## src/rtl/memory_read_controller.sv

```systemverilog
// Read controller: accepts a one-word read request, handshakes with memory
// and captures the returned word into the MDR, with a timeout error.
module memory_read_controller #(
    parameter int DATA_WIDTH = 16,
    parameter int ADDR_WIDTH = 16,
    parameter int TIMEOUT    = 15
) (
    input  logic                  ClockInput,
    input  logic                  Reset,
    input  logic                  ReadRequest,
    input  logic [ADDR_WIDTH-1:0] ReadAddress,
    output logic                  Busy,
    output logic                  Done,
    output logic                  Error,
    output logic [DATA_WIDTH-1:0] ReadData,
    output logic [ADDR_WIDTH-1:0] MemAddress,
    output logic                  MemRead,
    input  logic                  MemReady,
    input  logic [DATA_WIDTH-1:0] MemData
);

    localparam int CW = (TIMEOUT > 1) ? $clog2(TIMEOUT) : 1;
    localparam logic [CW-1:0] LAST = CW'(TIMEOUT - 1);

    typedef enum logic {
        S_IDLE,
        S_WAIT
    } state_t;

    state_t        state;
    logic [CW-1:0] count;

    always_ff @(posedge ClockInput or posedge Reset) begin
        if (Reset) begin
            state      <= S_IDLE;
            count      <= '0;
            Busy       <= 1'b0;
            Done       <= 1'b0;
            Error      <= 1'b0;
            MemRead    <= 1'b0;
            MemAddress <= '0;
            ReadData   <= '0;
        end else begin
            Done  <= 1'b0;
            Error <= 1'b0;
            unique case (state)
                S_IDLE: begin
                    if (ReadRequest) begin
                        MemAddress <= ReadAddress;
                        MemRead    <= 1'b1;
                        Busy       <= 1'b1;
                        count      <= '0;
                        state      <= S_WAIT;
                    end
                end
                S_WAIT: begin
                    // Ready takes priority over a timeout on the same edge.
                    if (MemReady) begin
                        ReadData <= MemData;
                        Done     <= 1'b1;
                        MemRead  <= 1'b0;
                        Busy     <= 1'b0;
                        state    <= S_IDLE;
                    end else if (count == LAST) begin
                        Error   <= 1'b1;
                        MemRead <= 1'b0;
                        Busy    <= 1'b0;
                        state   <= S_IDLE;
                    end else begin
                        count <= count + 1'b1;
                    end
                end
                default: state <= S_IDLE;
            endcase
        end
    end

endmodule

```

## config.mk

```make
export PLATFORM = sky130hd
export DESIGN_NAME = memory_read_controller
export DESIGN_NICKNAME = d
export VERILOG_FILES = /design/src/rtl/memory_read_controller.sv
export SDC_FILE = /design/constraint.sdc
export NUM_CORES = 1
export LEC_CHECK = 0
export CAP_MARGIN = 5
export CELL_PAD_IN_SITES_DETAIL_PLACEMENT = 0
export CELL_PAD_IN_SITES_GLOBAL_PLACEMENT = 1
export CORE_ASPECT_RATIO = 1.1
export CORE_UTILIZATION = 33
export CTS_CLUSTER_SIZE = 24
export DETAILED_ROUTE_END_ITERATION = 10
export HOLD_SLACK_MARGIN = 0.08
export PLACE_DENSITY = 0.88
export SYNTH_ARGS = -nofsm -noshare
export SYNTH_HDL_FRONTEND = slang
export SYNTH_SLANG_ARGS = --single-unit
```

## constraint.sdc

```tcl
create_clock -name ClockInput -period 3.6 [get_ports ClockInput]
set_input_delay 0.36 -clock ClockInput [delete_from_list [all_inputs] [get_ports ClockInput]]
set_output_delay 0.36 -clock ClockInput [all_outputs]
set_load 0.02 [all_outputs]
```

======== After elaboration in Yosys (flattened, before gate mapping) ========
Index checks and enable logic that the tools add are counted.
Widths: inputs -> output; s select.
operators by class
  equality and inequality tests ........... 5
  $add $sub $neg .......................... 1
  bitwise logic cells ..................... 1
  mux-type cells .......................... 17
  reductions and logical operators ........ 4
operator list
  cell                 number
  $mux 4               3
  $mux 1               11
  $pmux 4 s2           1
  $ne 2x2->1 const B   3
  $reduce_and 2->1     3
  $add 4x1->4 const B  1
  $eq 4x4->1 const B   1
  $pmux 1 s2           2
  $ne 3x2->1 const B   1
  $reduce_and 3->1     1
  $not 1->1            1
storage, ports and cells
  input bits .............................. 36
  word-level logic and storage cells ...... 35
  output and inout bits ................... 36
  register bits after elaboration ......... 40

======== Logic depth before layout (Yosys ltp) ========
Gate-level depths: netlist of run 1.
  word-level depth ........................ 4
  depth in mapped cells ................... 5
  depth with buffers taken out ............ 5

======== Least setup slack after synthesis of run 1 ========
Ideal clock, no wire load.
  path kind ............................... register -> register
  from .................................... reg state
  to ...................................... reg ReadData[0]
  setup time .............................. 125 ps
  arrival ................................. 1069 ps
  setup slack ............................. 2406 ps
  stages on the path, launching flop included .. 4
  cells stage by stage .................... dfrtp_1 -> nand2_2 -> clkbuf_8 -> mux2_2
between the ends
  longest elaborated chain between the ends .. 1
RTL lines
  element                     RTL line  text
  start: declaration          30        state_t state;
  start signal: assignment    35        state <= S_IDLE;
  start signal: assignment    53        state <= S_WAIT;
  start signal: assignment    63        state <= S_IDLE;
  $reduce_and 2->1 (no line)  -
  end signal: assignment      59        ReadData <= MemData;
  end: declaration            15        output logic [DATA_WIDTH-1:0] ReadData,
No other way between the ends.
A chain may end at the register's enable or synchronous reset.

==> results.json, run 1 <==
{
  "status": "completed",
  "required_ns": 3.24,
  "dr.pass1.iters": 4,
  "cp_max_fo": 4,
  "dp_hpwl_um": 2304,
  "path_cells": "clkdlybuf4s50_1",
  "drtIter0Drc": 67,
  "ir_worst_vdd_v": 0.0002182,
  "synth_top_area_share_pct": 63.09,
  "final_common_cell": "clkdlybuf4s50_1",
  "min_period_ns": 1.644,
  "rsz0062_at_grt": "no",
  "crit_family": "buffers and inverters",
  "grt_pass1_wl_um": 4816,
  "cts-root-buf": "clkbuf_8",
  "design_area_um2": 2442,
  "clk_latency_ns": 0.28,
  "core-area_um2": 4619,
  "start_util_pct": 34.34,
  "slew-limit-headroom_pct": 49.05,
  "worst-path-buf-inv": 1,
  "rows": 26,
  "finalHoldViolations": 0,
  "wl_met1_um": 1446,
  "clock_sinks": 40,
  "finalSetupViolCount": 0,
  "ys_seq_elements": 40,
  "hold_buffers": 0,
  "overflow": 0,
  "placedCellCount": 262,
  "stdcell_count": 270,
  "post-route-util_pct": 52.87,
  "diodes": 0,
  "synth_warnings": 0,
  "arrival_ns": 1.28,
  "netlist_instances": 140,
  "rrSetupSlack_ns": 2.11,
  "wl_per_cell_um": 12.15,
  "ctsResizeCount": 0,
  "drive_gt1_share_pct": 12.15,
  "p_clk_share_pct": 23.1,
  "grtUsageTotal_pct": 12.95,
  "tritoncts": "built",
  "hp-class": "flip-flop to flip-flop",
  "cap_violations": 0,
  "clk_pin_slew_ns": 0.07,
  "antenna_found_initial": 0,
  "final_cell_mix": "clkdlybuf4s50_1 (71), nand2_1 (49), dfrtp_1 (40)",
  "finalCritPeriodShare_pct": 45.68,
  "whs_path_depth": 2,
  "fp.dieArea_um2": 5089,
  "start_kind": "flip-flop",
  "numCtsBuffers": 5,
  "power.density_nw_per_um2": 623.9,
  "cp_slowest_cell": "clkdlybuf4s50_1",
  "worstSetupEndpointType": "primary output",
  "p_sw_share_pct": 30.97,
  "cp_num_cells": 1,
  "die_h_um": 74.72,
  "p_sw_w": 0.0004720,
  "synth_nets": 178,
  "io_buffers": 71,
  "ys_types": 22,
  "grt_max_degree": 41,
  "fin_tns_setup_ns": 0,
  "final_antenna_net_count": 0,
  "route.vias.total": 1230,
  "p_int_w": 0.001052,
  "clk_path_buf_depth": 2,
  "slew_violations": 0,
  "htree_levels": 2,
  "dr_wl_met3_um": 264,
  "post_cts_buffers": 0,
  "ys_seq_area_share_pct": 63.09,
  "viasPerCell": 4.556,
  "rr_startpoint": "state",
  "synth.avg_cell_area_um2": 11.33,
  "synth_area_um2": 1587,
  "leakage_nw": 1.115,
  "syn2layout_area_growth_pct": 53.94,
  "sequentialPowerShare_pct": 41.9,
  "dpl_cell_area_um2": 2335,
  "critPathCapture": "Busy",
  "crit_type": "flip-flop to primary output",
  "worstMarginPinSlew_ns": 0.7643,
  "yosys.area.top_type": "dfrtp_1",
  "first_global_vias": 1064,
  "die_width_um": 68.11,
  "hold_start": "MemAddress[4]",
  "finalWirelength_um": 3281,
  "nFillCells": 432,
  "clock.fmax_ghz": 0.6081,
  "comb_power_share_pct": 35.0,
  "skew_ns": 0.004573,
  "yosys-top-cells-area": "dfrtp_1 (63%), nand2_1 (12%), mux2_2 (11%)",
  "reg2regPathDepth": 2,
  "max_stage_delay_ns": 0.62,
  "met2_length_um": 1545,
  "num_io_pins": 72,
  "num-nets-final": 251,
  "crit_start": "MemRead",
  "drc_errors": 0,
  "gp_congestion": 0.7344,
  "routed.top_layer": "met4",
  "rr_endpoint": "count[2]"
}
[synth_stat cells]
cell type,number
a31o_2,1
and2b_1,1
and3_1,1
buf_2,2
buf_4,1
clkbuf_1,1
clkbuf_2,1
clkbuf_8,1
dfrtp_1,40
ha_1,2
inv_1,4
mux2_2,16
nand2_1,49
nand2_2,1
nand2b_1,4
nand3_1,4
nand3b_1,1
nor2_1,2
o211ai_1,3
o21ai_0,3
o32ai_1,1
or3_1,1
[sequential cells by signal, indices dropped and copies added, names as in the netlist]
| signal | count |
|---|---|
| MemAddress | 16 |
| ReadData | 16 |
| count | 4 |
| Done | 1 |
| Error | 1 |
| MemRead | 1 |
| state | 1 |
[final cells by class]
| class | count | area (um2) | share of cell area [%] |
|---|---|---|---|
| clock buffers | 6 | 72.57 | 2.971 |
| clock inverters | 2 | 35.03 | 1.434 |
| inverters | 4 | 15.01 | 0.6148 |
| multi-input cells | 90 | 530.5 | 21.72 |
| flip-flops and latches | 40 | 1001 | 40.98 |
| well taps | 56 | 70.07 | 2.869 |
| repair buffers | 72 | 718.2 | 29.41 |
[worst min-delay path by stage]
stage                    endpoint  slack [ns]
detailed placement  MemAddress[5]        0.47
CTS                 MemAddress[4]        0.48
global placement    MemAddress[4]        0.46
finish              MemAddress[4]        0.48
floorplan           MemAddress[0]        0.47
global route        MemAddress[8]        0.50
[per-layer routing]
metal / up-vias / GRT usage (%)
met2: 46 / 19.83
met1: 581 / 16.47
met4: 0 / 4.861
met5: - / 0
li1: 601 / -
met3: 2 / 5.000
[per-stage QoR]
step	setup WS [ns]	hold WS, ns	power, W
after detailed placement	1.762	0.4655	0.001186
after global routing	1.893	0.4995	0.001615
after floorplan	2.322	0.4654	0.0009157
after global placement	1.804	0.4593	0.001174
final	1.956	0.4808	0.001524
after CTS	1.937	0.4833	0.001545
[worst reg2reg max path, cell delays in order, from the launching register on]
cell,delay [ns]
dfrtp_1,0.45
nand2b_1,0.53
a31o_2,0.40
[power groups by stage]
stage	combinational (W)	clock, W	sequential [W]
2_1_floorplan	0.000156	0	0.000759
5_1_grt	0.000575	0.000383	0.000656
3_3_place_gp	0.000532	0	0.000642
3_5_place_dp	0.000541	0	0.000645
4_1_cts	0.000541	0.000365	0.000639
6_report	0.000533	0.000353	0.000638
[kinds of logic (layout without fill, tap and decap cells)]
| family | after synthesis | after routing | synth area share [%] |
|---|---|---|---|
| buffers and inverters | 10 | 84 | 3.469 |
| flip-flops | 40 | 40 | 63.09 |
| multiplexers | 16 | 16 | 11.36 |
| adder cells (fa/ha/maj) | 2 | 2 | 1.577 |
| AO/OA/AOI/OAI | 8 | 8 | 3.470 |
| AND/OR/NAND/NOR | 64 | 64 | 17.04 |
Note: power is estimated with default switching activity, not from simulation.
==> run 2, diff against run 1 <==
Settings changed: CORE_UTILIZATION 33 to 30, PLACE_DENSITY 0.88 to 0.82.
Clock period 3.6 ns to 1.6 ns, I/O delays scaled along.
==> results.json, run 2 (same netlist as run 1, synthesis figures left out) <==
{
  "antenna_found_initial": 0,
  "largestRegisters": "MemAddress (16), ReadData (16), count (4)",
  "cp_slowest_cell": "clkdlybuf4s50_1",
  "overflow": 0,
  "num-nets-final": 254,
  "drive_gt1_share_pct": 12.96,
  "syn2layout_area_growth_pct": 55.20,
  "dp_hpwl_um": 2280,
  "clock.fmax_ghz": 0.6880,
  "finalHoldViolations": 0,
  "final_antenna_net_count": 0,
  "first_global_vias": 1194,
  "clk_pin_slew_ns": 0.07,
  "io_buffers": 71,
  "ir_worst_vdd_v": 0.0005348,
  "ctsResizeCount": 0,
  "die_h_um": 78.27,
  "finalWirelength_um": 3316,
  "wl_per_cell_um": 12.10,
  "worstSetupEndpointType": "primary output",
  "numCtsBuffers": 5,
  "worstMarginPinSlew_ns": 0.5670,
  "arrival_ns": 1.29,
  "hold-worst-slack_ns": 0.2367,
  "power.density_nw_per_um2": 1330,
  "hp-class": "input port to async pin",
  "post-route-util_pct": 48.92,
  "violations": "design-rule violations",
  "viasPerCell": 4.391,
  "clk_path_buf_depth": 2,
  "post_cts_buffers": 0,
  "slew_violations": 0,
  "drc_errors": 6,
  "min_period_ns": 1.454,
  "crit_family": "buffers and inverters",
  "clock_sinks": 40,
  "rows": 27,
  "cp_max_fo": 4,
  "path_cells": "clkdlybuf4s50_1",
  "drtIter0Drc": 72,
  "rsz0062_at_grt": "no",
  "worst-path-buf-inv": 1,
  "crit_type": "flip-flop to primary output",
  "leakage_nw": 1.125,
  "die_width_um": 71.34,
  "grtUsageTotal_pct": 12.80,
  "final_common_cell": "clkdlybuf4s50_1",
  "hold_buffers": 0,
  "status": "complete, but fails checks",
  "clk_latency_ns": 0.28,
  "diodes": 0,
  "skew_ns": 0.004854,
  "dr.pass1.iters": 7,
  "cts-root-buf": "clkbuf_8",
  "cap_violations": 0,
  "grt_pass1_wl_um": 5499,
  "fin_tns_setup_ns": 0,
  "required_ns": 1.44,
  "gp_congestion": 0.7355,
  "final_cell_mix": "clkdlybuf4s50_1 (71), nand2_1 (49), dfrtp_1 (40)",
  "grt_max_degree": 41,
  "start_util_pct": 31.52,
  "slew-limit-headroom_pct": 62.20,
  "route.vias.total": 1203,
  "htree_levels": 2,
  "num_io_pins": 72,
  "tritoncts": "built",
  "start_kind": "flip-flop",
  "nFillCells": 454,
  "max_stage_delay_ns": 0.62,
  "finalSetupViolCount": 0,
  "fp.dieArea_um2": 5583,
  "finalCritPeriodShare_pct": 90.84,
  "core-area_um2": 5034
}
-- run 2: where the power goes --
group          internal, W  switching (W)  total (W)  leakage [nW]
logic             0.000656       0.000572    0.00123         0.597
clock network     0.000296       0.000318   0.000614        0.0410
registers          0.00127       0.000163    0.00143         0.487
total              0.00222        0.00105    0.00328          1.13
-- run 2: worst paths after layout --
path                                 start  depth (start not counted)  slack, ns        endpoint
max                                MemRead                          1       0.15            Busy
min                                  Reset                          3       0.24   MemAddress[4]
max reg2reg                       count[0]                          5       0.30        count[1]
min reg2reg                 MemAddress[15]                          2       0.47  MemAddress[15]
max in group asynchronous            Reset                          3       1.16     ReadData[6]
min in group ClockInput    ReadAddress[12]                          3       0.40  MemAddress[12]
-- run 2: stage by stage --
stage                     instances  area (um2)  power (W)  setup WS [ns]
after floorplan                 140        1587   0.002060         0.4064
after global placement          267        2385   0.002676        0.08954
after detailed placement        267        2385   0.002689         0.1057
after CTS                       274        2462   0.003333         0.1371
after global routing            274        2462   0.003486        0.07927
final                           274        2462   0.003276         0.1465
-- run 2: final cells by class --
type                       instances  area [um2]  area share (%)
sequential                        40        1001           40.65
timing repair buffer              75       765.7           31.10
multi-input combinational         90       530.5           21.54
clock buffer                       6       72.57           2.947
tap                               58       72.57           2.947
inverter                           4       15.01          0.6098
clock inverter                     1       5.005          0.2033
-- run 2: per-layer routing --
layer | up-vias | routed length, um | GRT usage, %
li1 | 600 | - | -
met2 | 47 | 1546 | 20.00
met1 | 550 | 1445 | 16.18
met5 | - | 0 | 0
met3 | 6 | 279 | 5.006
met4 | 0 | 44 | 4.200
==> run 3, diff against run 2 <==
Settings changed: ABC_AREA from default to 1, CORE_MARGIN from default to 5, CORE_UTILIZATION 30 to 31, PLACE_DENSITY 0.82 to 0.83.
==> results.json, run 3 <==
{
  "wl_per_cell_um": 11.82,
  "yosys-top-cells-area": "dfrtp_1 (58%), nand2_1 (18%), nand2_4 (7.2%)",
  "first_global_vias": 1336,
  "drc_errors": 0,
  "stdcell_count": 327,
  "finalWirelength_um": 3865,
  "grt_max_degree": 41,
  "synth.avg_cell_area_um2": 9.747,
  "rr_endpoint": "count[3]",
  "reg2regPathDepth": 7,
  "worst-path-buf-inv": 1,
  "cap_violations": 0,
  "clock.fmax_ghz": 0.7009,
  "crit_family": "buffers and inverters",
  "met2_length_um": 1860,
  "rrSetupSlack_ns": 0.34,
  "num_io_pins": 72,
  "crit_type": "flip-flop to primary output",
  "die_h_um": 88.02,
  "ir_worst_vdd_v": 0.0005072,
  "routed.top_layer": "met4",
  "place_ws_ns": 0.2935,
  "grt_pass1_wl_um": 6223,
  "final_common_cell": "nand2_1",
  "seq_area_um2": 1001,
  "worstSetupEndpointType": "primary output",
  "post_cts_buffers": 0,
  "synth_common_cells": "nand2_1 (84), dfrtp_1 (40), nand2_2 (12)",
  "setup_slack_ns": 0.1733,
  "synth_most_common_cell": "nand2_1",
  "power.density_nw_per_um2": 1213,
  "clk_path_buf_depth": 2,
  "fp.dieArea_um2": 7123,
  "placedCellCount": 319,
  "slew_violations": 0,
  "synth_top_area_share_pct": 58.35,
  "nFillCells": 534,
  "route.vias.total": 1333,
  "htree_levels": 2,
  "die_width_um": 80.93,
  "wl_met1_um": 1703,
  "ys.flop_type": "dfrtp_1",
  "fin_tns_setup_ns": 0,
  "clk_latency_ns": 0.28,
  "ctsResizeCount": 0,
  "skew_ns": 0.003500,
  "start_kind": "flip-flop",
  "ys_types": 22,
  "rsz0062_at_grt": "no",
  "slew-limit-headroom_pct": 81.11,
  "worstMarginPinSlew_ns": 0.2829,
  "finalSetupViolCount": 0,
  "dp_hpwl_um": 2860,
  "viasPerCell": 4.076,
  "crit_start": "MemAddress[11]",
  "max_stage_delay_ns": 0.61,
  "diodes": 0,
  "cp_max_fo": 2,
  "core-area_um2": 5395,
  "gp_congestion": 0.7178,
  "clk_pin_slew_ns": 0.08,
  "synth_warnings": 0,
  "yosys.area.top_type": "dfrtp_1",
  "hp-class": "input port to async pin",
  "dr.pass1.iters": 4,
  "grtUsageTotal_pct": 11.49,
  "start_util_pct": 31.79,
  "drtIter0Drc": 56,
  "status": "completed",
  "netlist_instances": 176,
  "synth_area_um2": 1715,
  "drive_gt1_share_pct": 15.08,
  "required_ns": 1.44,
  "hold_buffers": 0,
  "final_cell_mix": "nand2_1 (84), clkdlybuf4s50_1 (71), dfrtp_1 (40)",
  "finalCritPeriodShare_pct": 89.17,
  "antenna_found_initial": 0,
  "finalHoldViolations": 0,
  "dr_wl_met3_um": 261,
  "largestRegisters": "MemAddress (16), ReadData (16), count (4)",
  "cp_slowest_cell": "clkdlybuf4s50_1",
  "rows": 28,
  "final_antenna_net_count": 0,
  "rr_startpoint": "count[0]",
  "ys_seq_area_share_pct": 58.35,
  "synth-edff-count": 0,
  "async_flop_share_pct": 100.0,
  "ys_seq_elements": 40,
  "syn2layout_area_growth_pct": 50.91,
  "synth_nets": 214,
  "numCtsBuffers": 5,
  "min_period_ns": 1.427,
  "multi_input_area_um2": 624.3,
  "tritoncts": "built",
  "arrival_ns": 1.27,
  "leakage_nw": 1.271,
  "cts-root-buf": "clkbuf_8",
  "path_cells": "clkdlybuf4s50_1",
  "num-nets-final": 289,
  "clock_sinks": 40,
  "overflow": 0,
  "io_buffers": 71
}
-- run 3: worst max path at each step --
stage               cells after the start  slack (ns)             end
floorplan                               7        0.47         MemRead
global placement                        5        0.34   MemAddress[7]
detailed placement                      5        0.29   MemAddress[6]
CTS                                     1        0.16  MemAddress[13]
global route                            1        0.10  MemAddress[11]
finish                                  1        0.17  MemAddress[11]
-- run 3: logic make-up (layout without fill, tap and decap cells) --
group / after synthesis / after routing / share of synthesized area, %
and+or+nand+nor: 116 / 116 / 33.70
DFF: 40 / 40 / 58.35
buffers and inverters: 14 / 90 / 5.251
AOI/OAI and AO/OA: 4 / 4 / 1.240
adders and majority gates: 2 / 2 / 1.459
-- run 3: power breakdown --
part | switching (W) | internal, W | total [W]
sequential | 0.000130 | 0.00122 | 0.00135
clock | 0.000317 | 0.000352 | 0.000669
combinational | 0.000585 | 0.000536 | 0.00112
-- run 3: stage by stage --
step / total power [W] / hold slack (ns) / instance area (um2) / utilization (%)
global placement: 0.002501 / 0.4616 / 2499 / 46.31
detailed placement: 0.002510 / 0.4680 / 2499 / 46.31
finish: 0.003141 / 0.2162 / 2589 / 47.98
floorplan: 0.001949 / 0.2308 / 1715 / -
CTS: 0.003195 / 0.2176 / 2589 / 47.98
global route: 0.003353 / 0.2439 / 2589 / 47.98
-- run 3: area by class of cell --
type	count	area share (%)
sequential	40	38.67
timing repair buffer	73	28.52
multi-input combinational	122	24.12
tap	75	3.625
clock buffer	8	3.480
inverter	9	1.595
-- run 3: metal layers --
layer  vias up  global-route usage (%)
met2        43                   17.77
met4         0                   4.608
li1        681                       -
met1       605                   14.82
met5         -                       0
met3         4                   3.807
